--- config.mk ---
export PLATFORM = sky130hd
export DESIGN_NAME = syn_branch_resolver
export DESIGN_NICKNAME = d
export VERILOG_FILES = /design/src/rtl/syn_branch_resolver.sv
export SDC_FILE = /design/constraint.sdc
export NUM_CORES = 1
export LEC_CHECK = 0
export BUFFER_PORTS_ARGS = -buffer_cell sky130_fd_sc_hd__buf_2
export CAP_MARGIN = 20
export CORE_MARGIN = 10
export CORE_UTILIZATION = 35
export DETAILED_ROUTE_END_ITERATION = 8
export PLACE_DENSITY = 0.63
export SLEW_MARGIN = 20
export SYNTH_ARGS = -nofsm -noshare
export SYNTH_HDL_FRONTEND = slang
export SYNTH_SLANG_ARGS = --single-unit
export TNS_END_PERCENT = 100
--- constraint.sdc ---
create_clock -name clk -period 3.86 [get_ports clk]
set_input_delay 0.193 -clock clk [delete_from_list [all_inputs] [get_ports clk]]
set_output_delay 0.193 -clock clk [all_outputs]
set_load 0.005 [all_outputs]
--- src/rtl/syn_branch_resolver.sv ---
// Execute-stage branch resolver: queues fetch predictions, checks them at EX and drives fetch/BHT correction.
// Optional BR_STATS_EN adds saturating branch / mispredict counters (stat_br, stat_miss).
module syn_branch_resolver #(
    parameter int ADDR_W    = 8,
    parameter int DEPTH     = 8,
    parameter int FLUSH_CYC = 2
) (
    input  logic              clk,
    input  logic              rst_n,
    input  logic              en,
    input  logic              f_valid,
    input  logic [ADDR_W-1:0] f_pc,
    input  logic [ADDR_W-1:0] f_pred,
    output logic              q_full,
    input  logic              r_valid,
    input  logic [ADDR_W-1:0] r_pc,
    input  logic              r_isbj,
    input  logic              r_taken,
    input  logic [ADDR_W-1:0] r_target,
    output logic              succeed,
    output logic              gone,
    output logic [ADDR_W-1:0] g_addr,
    output logic [ADDR_W-1:0] s_addr,
    output logic [ADDR_W-1:0] pc_before_g,
    output logic              isbj,
    output logic              flush,
    output logic              err,
    output logic              dbg_state
`ifdef BR_STATS_EN
    ,
    output logic [31:0]       stat_br,
    output logic [31:0]       stat_miss
`endif
);

    localparam int PTR_W = $clog2(DEPTH);
    localparam int CNT_W = (FLUSH_CYC > 1) ? $clog2(FLUSH_CYC + 1) : 1;
    localparam logic [PTR_W:0]  PTR_ONE  = (PTR_W + 1)'(1);
    localparam logic [CNT_W-1:0] CNT_ONE = CNT_W'(1);

    typedef enum logic {ST_NORMAL = 1'b0, ST_RECOVER = 1'b1} state_t;

    state_t            r_state, w_state_nxt;
    logic [CNT_W-1:0]  r_cnt, w_cnt_nxt;
    logic [ADDR_W-1:0] r_q_pc   [DEPTH];
    logic [ADDR_W-1:0] r_q_pred [DEPTH];
    logic [PTR_W:0]    r_wr_ptr, r_rd_ptr;

    logic              w_empty, w_accept, w_pop, w_mispredict, w_push, w_drop, w_err_set;
    logic [ADDR_W-1:0] w_head_pc, w_head_pred, w_s_addr, w_actual;

    // Handshake: fetch pushes whenever f_valid is high and q_full is low (or a pop frees a slot
    // this cycle); a resolution is taken on r_valid in NORMAL with no back-pressure.
    assign w_empty = (r_wr_ptr == r_rd_ptr);
    assign q_full  = (r_wr_ptr[PTR_W] != r_rd_ptr[PTR_W]) &&
                     (r_wr_ptr[PTR_W-1:0] == r_rd_ptr[PTR_W-1:0]);
    assign w_head_pc   = r_q_pc[r_rd_ptr[PTR_W-1:0]];
    assign w_head_pred = r_q_pred[r_rd_ptr[PTR_W-1:0]];
    assign w_s_addr    = r_pc + ADDR_W'(1);
    assign w_actual    = (r_isbj && r_taken) ? r_target : w_s_addr;
    assign dbg_state   = r_state;

    // State register
    always_ff @(posedge clk) begin
        if (!rst_n) begin
            r_state <= ST_NORMAL;
            r_cnt   <= '0;
        end else begin
            r_state <= w_state_nxt;
            r_cnt   <= w_cnt_nxt;
        end
    end

    // Next-state logic; the counter only advances on enabled cycles
    always_comb begin
        w_state_nxt = r_state;
        w_cnt_nxt   = r_cnt;
        if (en) begin
            case (r_state)
                ST_NORMAL: begin
                    if (w_mispredict) begin
                        w_state_nxt = ST_RECOVER;
                        w_cnt_nxt   = CNT_W'(FLUSH_CYC);
                    end
                end
                ST_RECOVER: begin
                    if (r_cnt <= CNT_ONE) begin
                        w_state_nxt = ST_NORMAL;
                        w_cnt_nxt   = '0;
                    end else begin
                        w_cnt_nxt = r_cnt - CNT_ONE;
                    end
                end
                default: w_state_nxt = ST_NORMAL;
            endcase
        end
    end

    // Output/decode logic for the current state
    always_comb begin
        w_accept     = en && r_valid && (r_state == ST_NORMAL);
        w_pop        = w_accept && !w_empty;
        w_mispredict = w_pop && (w_actual != w_head_pred);
        w_push       = en && f_valid && (!q_full || w_pop) && !w_mispredict;
        w_drop       = en && f_valid && q_full && !w_pop;
        w_err_set    = (w_accept && w_empty) || (w_pop && (w_head_pc != r_pc)) || w_drop;
    end

    always_ff @(posedge clk) begin
        if (w_push) begin
            r_q_pc[r_wr_ptr[PTR_W-1:0]]   <= f_pc;
            r_q_pred[r_wr_ptr[PTR_W-1:0]] <= f_pred;
        end
    end

    // A mispredict empties the queue; anything fetched so far is wrong-path
    always_ff @(posedge clk) begin
        if (!rst_n) begin
            r_wr_ptr <= '0;
            r_rd_ptr <= '0;
        end else if (en) begin
            if (w_mispredict) begin
                r_wr_ptr <= '0;
                r_rd_ptr <= '0;
            end else begin
                if (w_pop)  r_rd_ptr <= r_rd_ptr + PTR_ONE;
                if (w_push) r_wr_ptr <= r_wr_ptr + PTR_ONE;
            end
        end
    end

    always_ff @(posedge clk) begin
        if (!rst_n) begin
            succeed     <= 1'b1;
            gone        <= 1'b0;
            g_addr      <= '0;
            s_addr      <= '0;
            pc_before_g <= '0;
            isbj        <= 1'b0;
            flush       <= 1'b0;
            err         <= 1'b0;
        end else if (en) begin
            flush <= w_mispredict;
            err   <= err | w_err_set;
            if (w_pop) begin
                succeed     <= !w_mispredict;
                isbj        <= r_isbj;
                gone        <= r_isbj & r_taken;
                g_addr      <= r_target;
                s_addr      <= w_s_addr;
                pc_before_g <= r_pc;
            end else begin
                succeed <= 1'b1;
                isbj    <= 1'b0;
            end
        end
    end

`ifdef BR_STATS_EN
    always_ff @(posedge clk) begin
        if (!rst_n) begin
            stat_br   <= '0;
            stat_miss <= '0;
        end else if (en) begin
            if (w_pop && r_isbj && (stat_br != '1))  stat_br   <= stat_br + 32'd1;
            if (w_mispredict && (stat_miss != '1))   stat_miss <= stat_miss + 32'd1;
        end
    end
`endif

endmodule

Word level (Yosys, flattened, before mapping)
Memories as Yosys holds them, arrays and structs flattened. A register that Yosys moved wholly into a read port is not among the register bits.
Index checks and enable logic that the tools add are counted.
{"block": "totals", "wordCells": 73, "ramBits": 128, "output_inout_bits": 31, "regBits": 40, "mem_count": 2, "inputBits": 39}
{"name": "r_q_pc", "depth": 8, "word_bits": 8, "read_ports": 1, "rd_clocked_by_memory_dff": 1, "write_ports": 1, "line_no": "45", "rtl": "logic [ADDR_W-1:0] r_q_pc [DEPTH];"}
{"name": "r_q_pred", "depth": 8, "word_bits": 8, "read_ports": 1, "rd_clocked_by_memory_dff": 1, "write_ports": 1, "line_no": "46", "rtl": "logic [ADDR_W-1:0] r_q_pred [DEPTH];"}
{"block": "classes", "order_cmp": 1, "bitwise": 3, "add_sub_neg": 4, "n_reduce_logical": 26, "n_mux": 19, "eq_ne": 6}
{"operator": "4-bit two-way mux", "count": 4}
{"operator": "8-bit != test", "count": 2}
{"operator": "1-bit logical AND", "count": 13}
{"operator": "3-bit two-way mux", "count": 4}
{"operator": "4-bit by 1-bit adder with 4-bit output, second input constant", "count": 2}
{"operator": "8-bit by 1-bit adder with 8-bit output, second input constant", "count": 1}
{"operator": "8-bit two-way mux", "count": 1}
{"operator": "2-bit AND reduction", "count": 4}
{"operator": "1-bit two-way mux", "count": 6}
{"operator": "4-bit == test", "count": 1}
{"operator": "1-bit logical NOT", "count": 4}
{"operator": "2-bit two-way mux", "count": 2}
{"operator": "2-bit one-hot mux with 2 select lines", "count": 1}
{"operator": "2-bit nonzero test", "count": 2}
{"operator": "3-bit == test", "count": 1}
{"operator": "1-bit logical OR", "count": 3}
{"operator": "2-bit by 1-bit less-or-equal comparator with 1-bit output, second input constant", "count": 1}
{"operator": "2-bit != test, second input constant", "count": 1}
{"operator": "1-bit one-hot mux with 2 select lines", "count": 1}
{"operator": "2-bit by 1-bit subtractor with 2-bit output, second input constant", "count": 1}
{"operator": "1-bit bitwise AND", "count": 1}
{"operator": "1-bit != test", "count": 1}
{"operator": "1-bit inverter", "count": 1}
{"operator": "1-bit OR", "count": 1}

Depth between registers and ports, before layout
{"block": "depth", "ltp_word": 8, "depth_mapped": 11}

Worst setup path before layout
Ideal clock, no wire load.
{"block": "synth_timing", "path_type": "reg-to-reg", "start": "register (tool-made name)", "end": "memory r_q_pc[0][0], enable pin", "slack_ps": -295, "setup_time_ps": 436, "t_required_ps": 3424, "path_stages_with_launch": 10, "n_path_buf": 2, "t_arrival_ps": 3719, "path_cell_list": "dfxtp_1 buf_6 buf_8 mux4_1 mux2i_1 xnor2_1 nand4_1 nor4_4 a21oi_2 nor4b_1"}
{"element": "end, declared", "line_no": "45"}

==> impl_metrics.ini <==
[layout]
final_util_pct = 42.21
drive_above_1_share_pct = 29.23
fill_cells = 1809
area_delta_synth_final_pct = 18.43
stdcell_area_um2 = 8243
final_common_cell = edfxtp_1
fin_nets = 573
diodes = 0
mostFrequentLayoutCells = 128 x edfxtp_1, 69 x buf_2, 49 x nand2_1

[grt]
grtUsageMet1_pct = 15.82
grt_max_degree = 32
grt_antenna_before_repair = 0
grtUsageMet3_pct = 4.550
overflow = 0
grt_pass1_vias = 4187
busiest_layer = met2
use_met2_pct = 19.00
grt_usage_pct = 12.23
grt_first_pass_wirelength_um = 24160

[timing]
finalHoldViolCount = 0
clock_skew_ps = 10.04
finalCritPeriodShare_pct = 86.30
slew_violations = 0
fmax_mhz = 300.2
setup_viol = 0
min_period_ps = 3331
worst_pin_slew_ps = 1033
rsz0062_at_grt = false
slew-limit-headroom_pct = 31.14

[worst_setup_path]
rr_worst_depth = 7
endpoint_kind = register
worstSetupStartpointType = register
r2r_setup_slack_ps = 530
critPathRequiredTime_ps = 3970
path_class = register to register
path_max_fanout = 16
critPathArrivalTime_ps = 3440

[synthesis]
netlist_area_um2 = 6960
synth_top_family_by_area = multiplexers
synth_cell_types = 46
synthXorXnorAreaFrac_pct = 3.146
synth_enable_flop_cells = 128
synthCells = 451
synthAdderAreaFrac_pct = 0.5393
synth_compound_area_share_pct = 4.602
avgSynthCellArea_um2 = 15.43
async_flop_share_pct = 0
muxShareOfSynthArea_pct = 13.61
synthFlopType = edfxtp_1
synth-seq-area-share_pct = 67.59
syn-num-nets = 493
ys_warn_count = 0
synth_seq_cells = 171
synthSimpleGateAreaFrac_pct = 8.251

[drt]
first_pass_iters = 4
antenna_left = 0
drc = 0
via_count = 4055
wl_per_cell_um = 19.27
drt_first_iter_violations = 275
avgViaCountPerCell = 5.012
routed_wl_um = 15590

[power]
power_density_nw_per_um2 = 463.3
ir_worst_vdd_mv = 0.3534
leakagePower_nw = 2.768

[worst_hold_path]
hp-class = input pin to register
worstHoldStart = r_target[6]
min_path_cells = 3

[placement]
routabilityCongestion = 0.7859
dp_hpwl_um = 10900
port_buffers = 69
placed_area_um2 = 7671

[cts]
clk_pin_slew_ps = 70
post_cts_buffers = 0
clk_path_buf_depth = 2
htreeDepth = 4
numCtsBuffers = 17
cts_tree = yes
hold_buffers = 0
insertion_delay_ps = 430
root_buffer = clkbuf_16
cts.repair.resized = 0
cts_num_sinks = 171

[die]
rows = 51
die_x_um = 161.0
fp.coreArea_um2 = 19530
die_h_um = 161.0
floorplan.initialDensity_pct = 35.65
die-area_um2 = 25930
io_pins = 70

[run_status]
outcome = finished, final reports clean

[job]
drv_cap = 0
## worst max-delay path, cell delays in order (launching register included)
cell	delay (ps)
dfxtp_1	740
mux4_2	400
mux2i_1	300
xor2_1	170
nor4_4	440
a21oi_2	340
nor4_2	290
buf_4	320
## worst paths after layout
| check | end |
|---|---|
| worst max register to register | r_q_pred[2][2] |
| worst min register to register | g_addr[0] |
| worst min-delay path | g_addr[6] |
| worst max-delay path | r_q_pred[2][2] |
## synthesized netlist by cell type, drive strengths merged (2+ instances only)
library cell  instances  area [µm²]
a31oi                 3       18.77
nand3                11       55.05
mux4                 32       735.7
xnor2                12       105.1
edfxtp              128        3844
nor2b                 4       25.02
a21oi                26       133.9
mux2i                20       200.2
dfxtp                43       860.8
clkbuf               11       41.29
a311oi                3       26.28
and2                  2       12.51
nor4b                 2       17.52
nor4                  7       65.06
nor3                  6       40.04
o211ai                2       15.01
nor2                 22       82.58
buf                  13       97.59
o21a                  4       30.03
o21ai                 7       35.03
a21boi                3       22.52
inv                   5       18.77
nand2                49       183.9
nand4                 5       31.28
xor2                 13       113.9
nand2b                2       12.51
ha                    3       37.54
or3                   3       18.77
o21bai                2       15.01
## cell type report
type                            count  area (µm²)  share of cell area (%)
Clock buffer                       17       425.4                   5.161
Clock inverter                     15       146.4                   1.776
Sequential cell                   171        4706                   57.09
Tap cell                          265       331.6                   4.022
Inverter                            5       18.77                  0.2277
Multi-Input combinational cell    251        2150                   26.08
Timing Repair Buffer               85       465.4                   5.647
## kinds of logic (layout without fill, tap and decap cells)
kind of cell,Yosys count,in the layout
compound gates,53,53
xor+xnor,25,25
simple gates,117,117
buf+inv,29,122
fa+ha+maj,3,3
flops,171,171
mux,53,53
## where the power goes
| group | switching, mW | total (mW) | internal [mW] |
|---|---|---|---|
| logic | 0.118 | 0.187 | 0.0695 |
| registers | 0.0140 | 2.01 | 2.00 |
| clock network | 0.759 | 1.62 | 0.858 |
## through the flow
stage	cells	setup TNS, ps	hold WS (ps)	power (mW)	setup WS (ps)
after floorplan	451	-10480	291.9	2.153	-163.8
after global placement	777	0	438.6	2.238	608.3
after detailed placement	777	0	447.6	2.245	518.0
after CTS	809	0	0.1902	3.864	482.0
after global routing	809	0	4.571	3.966	289.4
final	809	0	20.32	3.819	528.7
## metal layers
layer  share of wire [%]  up-vias
li1                    -     1889
met1                  46     2022
met2                  47      132
met3                 6.0       12
met4                0.98        0
met5                   0        -
## sequential cells by signal, summed over array words and instances, names as in the netlist, named ones only
signal,count
flush,1
dbg_state,1
gone,1
s_addr,8
isbj,1
succeed,1
g_addr,8
pc_before_g,8
r_rd_ptr,4
err,1
r_q_pred,64
r_q_pc,64
r_wr_ptr,4
r_cnt,2
No activity file was read; power rests on OpenSTA's default activity.
